<file path="src/rtl/oled_pixel_streamer.sv">
// Scans a WIDTH x HEIGHT frame through pixel_index and streams each RGB565 word MSB-first over SPI mode 0.
// Define OLED_WINDOW_CMD_EN to open every frame with the column/row window command bytes.
module oled_pixel_streamer #(
    parameter int WIDTH       = 96,
    parameter int HEIGHT      = 64,
    parameter int CLK_DIV     = 2,
    parameter int PIX_LATENCY = 1
) (
    input  logic        clk,
    input  logic        rst_n,
    input  logic        enable,
    input  logic [15:0] pixel_data,
    output logic [12:0] pixel_index,
    output logic        frame_begin,
    output logic        frame_done,
    output logic        busy,
    output logic        cs_n,
    output logic        sclk,
    output logic        mosi,
    output logic        dc
);
    localparam logic [12:0] LAST_PIX = 13'(WIDTH * HEIGHT - 1);
    localparam int DIV_W = $clog2(CLK_DIV + 1);
    localparam int GAP_W = $clog2(2 * CLK_DIV + 1);
    localparam int FET_W = $clog2(PIX_LATENCY + 2);
    localparam logic [DIV_W-1:0] DIV_LAST = DIV_W'(CLK_DIV - 1);
    localparam logic [GAP_W-1:0] GAP_LAST = GAP_W'(2 * CLK_DIV - 1);
    localparam logic [FET_W-1:0] FET_LAST = FET_W'(PIX_LATENCY);

    typedef enum logic [2:0] {IDLE, CMD, FETCH, SHIFT, GAP} state_t;

    state_t           state;
    logic [15:0]      shreg;
    logic [3:0]       bit_cnt;
    logic [DIV_W-1:0] div_cnt;
    logic [GAP_W-1:0] gap_cnt;
    logic [FET_W-1:0] fet_cnt;
    logic             half_end;

    // last clk cycle of the current sclk half-period
    assign half_end = (div_cnt == DIV_LAST);

`ifdef OLED_WINDOW_CMD_EN
    logic [2:0] cmd_idx;
    logic [7:0] cmd_cur;

    function automatic logic [7:0] cmd_byte(input logic [2:0] idx);
        case (idx)
            3'd0:    cmd_byte = 8'h15;
            3'd1:    cmd_byte = 8'h00;
            3'd2:    cmd_byte = 8'(WIDTH - 1);
            3'd3:    cmd_byte = 8'h75;
            3'd4:    cmd_byte = 8'h00;
            default: cmd_byte = 8'(HEIGHT - 1);
        endcase
    endfunction

    // byte to load next: the first one when leaving IDLE, otherwise the successor
    assign cmd_cur = cmd_byte((state == IDLE) ? 3'd0 : cmd_idx + 3'd1);
`endif

    always_ff @(posedge clk or negedge rst_n) begin
        if (!rst_n) begin
            state       <= IDLE;
            cs_n        <= 1'b1;
            sclk        <= 1'b0;
            mosi        <= 1'b0;
            dc          <= 1'b0;
            pixel_index <= '0;
            frame_begin <= 1'b0;
            frame_done  <= 1'b0;
            busy        <= 1'b0;
            shreg       <= '0;
            bit_cnt     <= '0;
            div_cnt     <= '0;
            gap_cnt     <= '0;
            fet_cnt     <= '0;
`ifdef OLED_WINDOW_CMD_EN
            cmd_idx     <= '0;
`endif
        end else begin
            frame_begin <= 1'b0;
            frame_done  <= 1'b0;
            case (state)
                IDLE: begin
                    if (enable) begin
                        cs_n        <= 1'b0;
                        frame_begin <= 1'b1;
                        busy        <= 1'b1;
                        pixel_index <= '0;
                        sclk        <= 1'b0;
                        div_cnt     <= '0;
`ifdef OLED_WINDOW_CMD_EN
                        state       <= CMD;
                        dc          <= 1'b0;
                        cmd_idx     <= '0;
                        shreg       <= {8'h00, cmd_cur};
                        bit_cnt     <= 4'd7;
                        mosi        <= cmd_cur[7];
`else
                        state       <= FETCH;
                        dc          <= 1'b1;
                        fet_cnt     <= '0;
`endif
                    end
                end
                FETCH: begin
                    // colour for pixel_index arrives PIX_LATENCY cycles after the index changed
                    if (fet_cnt == FET_LAST) begin
                        shreg   <= pixel_data;
                        mosi    <= pixel_data[15];
                        bit_cnt <= 4'd15;
                        div_cnt <= '0;
                        state   <= SHIFT;
                    end else begin
                        fet_cnt <= fet_cnt + 1'b1;
                    end
                end
                CMD, SHIFT: begin
                    div_cnt <= half_end ? '0 : div_cnt + 1'b1;
                    if (half_end) sclk <= ~sclk;
                    // falling sclk edge: present the next bit or finish the current unit
                    if (half_end && sclk) begin
                        if (bit_cnt != 4'd0) begin
                            bit_cnt <= bit_cnt - 4'd1;
                            mosi    <= shreg[bit_cnt - 4'd1];
                        end
`ifdef OLED_WINDOW_CMD_EN
                        else if (state == CMD) begin
                            if (cmd_idx == 3'd5) begin
                                state   <= FETCH;
                                dc      <= 1'b1;
                                fet_cnt <= '0;
                            end else begin
                                cmd_idx <= cmd_idx + 3'd1;
                                shreg   <= {8'h00, cmd_cur};
                                bit_cnt <= 4'd7;
                                mosi    <= cmd_cur[7];
                            end
                        end
`endif
                        else if (pixel_index != LAST_PIX) begin
                            pixel_index <= pixel_index + 13'd1;
                            fet_cnt     <= '0;
                            state       <= FETCH;
                        end else begin
                            frame_done <= 1'b1;
                            cs_n       <= 1'b1;
                            mosi       <= 1'b0;
                            gap_cnt    <= '0;
                            state      <= GAP;
                        end
                    end
                end
                GAP: begin
                    if (gap_cnt == GAP_LAST) begin
                        busy  <= 1'b0;
                        state <= IDLE;
                    end else begin
                        gap_cnt <= gap_cnt + 1'b1;
                    end
                end
                default: state <= IDLE;
            endcase
        end
    end
endmodule

</file>
<file path="config.mk">
export PLATFORM = sky130hd
export DESIGN_NAME = oled_pixel_streamer
export DESIGN_NICKNAME = d
export VERILOG_FILES = /design/src/rtl/oled_pixel_streamer.sv
export SDC_FILE = /design/constraint.sdc
export NUM_CORES = 1
export LEC_CHECK = 0
export BUFFER_PORTS_ARGS = -buffer_cell sky130_fd_sc_hd__buf_2
export CORE_MARGIN = 2
export CORE_UTILIZATION = 40
export DETAILED_ROUTE_END_ITERATION = 16
export PLACE_DENSITY = 0.61
export SLEW_MARGIN = 20
export SYNTH_ARGS = -nofsm -noshare
export SYNTH_HDL_FRONTEND = slang
export SYNTH_SLANG_ARGS = --single-unit
</file>
<file path="constraint.sdc">
create_clock -name clk -period 2.4 [get_ports clk]
set_input_delay 0.36 -clock clk [delete_from_list [all_inputs] [get_ports clk]]
set_output_delay 0.36 -clock clk [all_outputs]
set_load 0.02 [all_outputs]
</file>
==> metrics.csv <==
metric;value;unit
status;finished clean;
fin crit period;2.05;ns
TritonCTS buffer count;5;
Critical Path RT;2.59;ns
Reg2Reg Depth;6;
Tot Pwr;2.80;mW
fill cell count;616;
Routed Antenna Nets;0;
Yosys reg bits;50;
number of cells on the critical path;6;
post-synthesis async set-or-reset flop share;100;%
H-tree depth;2;
slew at the pin closest to its max-slew limit;0.478;ns
Avg WL per Cell;14.2;um
clock slew at reported path FFs;0.09;ns
Post-route DRC;0;
YS warnings;0;
Post-synth EDFFs;0;
Worst Hold Class;in -> reg;
Final #Nets;301;
Chip Width;83.7;um
Area Overhead vs Synth;15.1;%
Root Buffer;clkbuf_8;
crit-path leading delay family;compound AO/OA/AOI/OAI gates;
number of cell rows;29;
first-pass GRT wire length;8.65;mm
vias in the first global route;1794;
Initial Util;40.7;%
Final setup viols;0;
area fraction of the dominant cell type after synthesis;48.3;%
critical path, cell by cell;ha_1 > and3_1 > nand4_1 > a21oi_2 > a211o_1 > mux2_2;
CP bufs+invs;0;
RSZ-0062 raised after global routing;no;
Synth top cells by count;dfrtp_1, a21oi_1, mux2_2;
register area share after synthesis;49.3;%
post-synth cell types;46;
Routed Wire Length;5.03;mm
Slowest cell on crit path;dfrtp_1;
initial antenna violation count;0;
total track usage;15.4;%
Final Hold Fails;0;
Placer Congestion;0.846;
main area contributors after synthesis;dfrtp_1, mux2_2, mux4_2, a21oi_1, o21ai_0;
period utilisation layout;85.5;%
Clk network pwr share;18.4;%
die area;0.00700;sq mm
DR pass1 iterations;4;
core area;0.00624;sq mm
Critical Path AT;2.25;ns
largest net degree at the start of global routing;22;
GR Overflow Total;0;
Psw;0.969;mW
sw frac;34.5;%
top-count cell post-synth;dfrtp_1;
Syn Nets;259;
Combinational Power Share;37.9;%
Worst-Skew Late Latency;0.31;ns
layout cells sized above 1;30.9;%
IO Port Bufs;38;
Internal;1.84;mW
main flop type after synthesis;dfrtp_1;
max-capacitance violation count;0;
Initial DRC Count;89;
detailed placer's ending HPWL;3.68;mm
Worst Skew;0.00883;ns
Sequential Power Share;43.7;%
critical path class;reg -> reg;
crit-path max cell delay;0.43;ns
syn_area_per_cell;10.8;sq um
Synth Instances;235;
die height;83.7;um
area of the multi-input gates;0.00119;sq mm
Startpoint Class;flop;
worst hold slack;0.278;ns
max-slew violation count;0;
Setup TNS;0;ns
cell taking the most area after synthesis;dfrtp_1;
I/O Pins;39;
Fmax;487;MHz
CP endpoint kind;flop;
vias per cell;5.33;
PwrDens;960;mW/mm^2
Final Core Density;46.8;%
crit path max fanout;10;
Slew headroom;68.1;%
Leak;1.35;nW
Cell Area, Synth;0.00254;sq mm
Max VDD drop;0.451;mV
Setup Fix Bufs, Post-CTS;0;
CTS tree;yes;
Cells on Worst Hold Path;2;
clk sinks;50;
diode count;0;
Register Area;0.00125;sq mm
clock buffer depth;2;
vias;1892;
power by group through the flow:
| stage | sequential (mW) | combinational (mW) | clock [mW] |
|---|---|---|---|
| after floorplan | 1.23 | 0.850 | 0 |
| after global placement | 1.23 | 1.05 | 0 |
| after detailed placement | 1.25 | 1.06 | 0 |
| after CTS | 1.23 | 1.07 | 0.540 |
| after global routing | 1.26 | 1.19 | 0.571 |
| final | 1.22 | 1.06 | 0.517 |
per-layer routing:
layer / share of wire [%] / track usage, % / vias up
met4: 2.1 / 6.89 / 0
met5: 0 / 0 / -
met3: 3.8 / 2.77 / 8
li1: - / - / 939
met2: 46 / 23.4 / 33
met1: 48 / 21.5 / 912
placed cells by master, fill, tap and decap left out, types with 6 or more instances in the layout:
master,synthesis,routed
clkbuf_8,0,6
a21oi_1,22,22
nand4_1,7,7
dfrtp_1,49,49
buf_2,6,38
or3_1,9,9
inv_1,8,8
buf_4,0,8
o21ai_0,14,14
nand2_1,16,16
mux2_2,18,18
nor2_1,11,11
and3_1,6,6
logic make-up (layout without fill, tap and decap cells):
group                    Yosys count  count (layout)  synth area share (%)
flip-flops                        50              50                  49.3
XOR/XNOR                           2               2                 0.690
multiplexers                      24              24                  12.8
buffers and inverters             20              63                  3.84
AO/OA/AOI/OAI                     54              54                  12.6
adder cells (fa/ha/maj)            5               5                  2.46
AND/OR/NAND/NOR                   80              80                  18.3
worst paths after layout:
path	start	to	slack, ns
min in group asynchronous	rst_n	pixel_index[7]	0.44
worst min-delay path	pixel_data[4]	shreg[4]	0.28
worst max-delay path	pixel_index[0]	fet_cnt[0]	0.35
max in group asynchronous	rst_n	cs_n	1.36
worst max register to register	pixel_index[0]	fet_cnt[0]	0.35
worst min register to register	dc	dc	0.48
cell type report:
type | count | area share (%)
sequential | 50 | 42.9
multi-input combinational | 165 | 40.7
timing repair buffer | 47 | 8.90
tap | 77 | 3.30
clock buffer | 6 | 2.83
inverter | 8 | 1.03
clock inverter | 2 | 0.428
registers in the layout, indices dropped and copies added, names as in the netlist, 2 cells and up:
name / flops
gap_cnt: 3
bit_cnt: 4
div_cnt: 2
state: 3
shreg: 16
pixel_index: 13
fet_cnt: 2
through the flow:
stage / cells / setup slack [ns] / area (sq um)
floorplan: 235 / 0.310 / 2540
global placement: 346 / 0.372 / 2820
detailed placement: 346 / 0.332 / 2820
CTS: 355 / 0.312 / 2920
global route: 355 / 0.193 / 2920
finish: 355 / 0.347 / 2920
repair_timing:
action	in CTS	in global routing
hold endpoints to repair	9	0
gates resized for setup	0	0
hold buffers	1	0
setup endpoints to repair	0	0
Note: power is estimated with default switching activity, not from simulation.
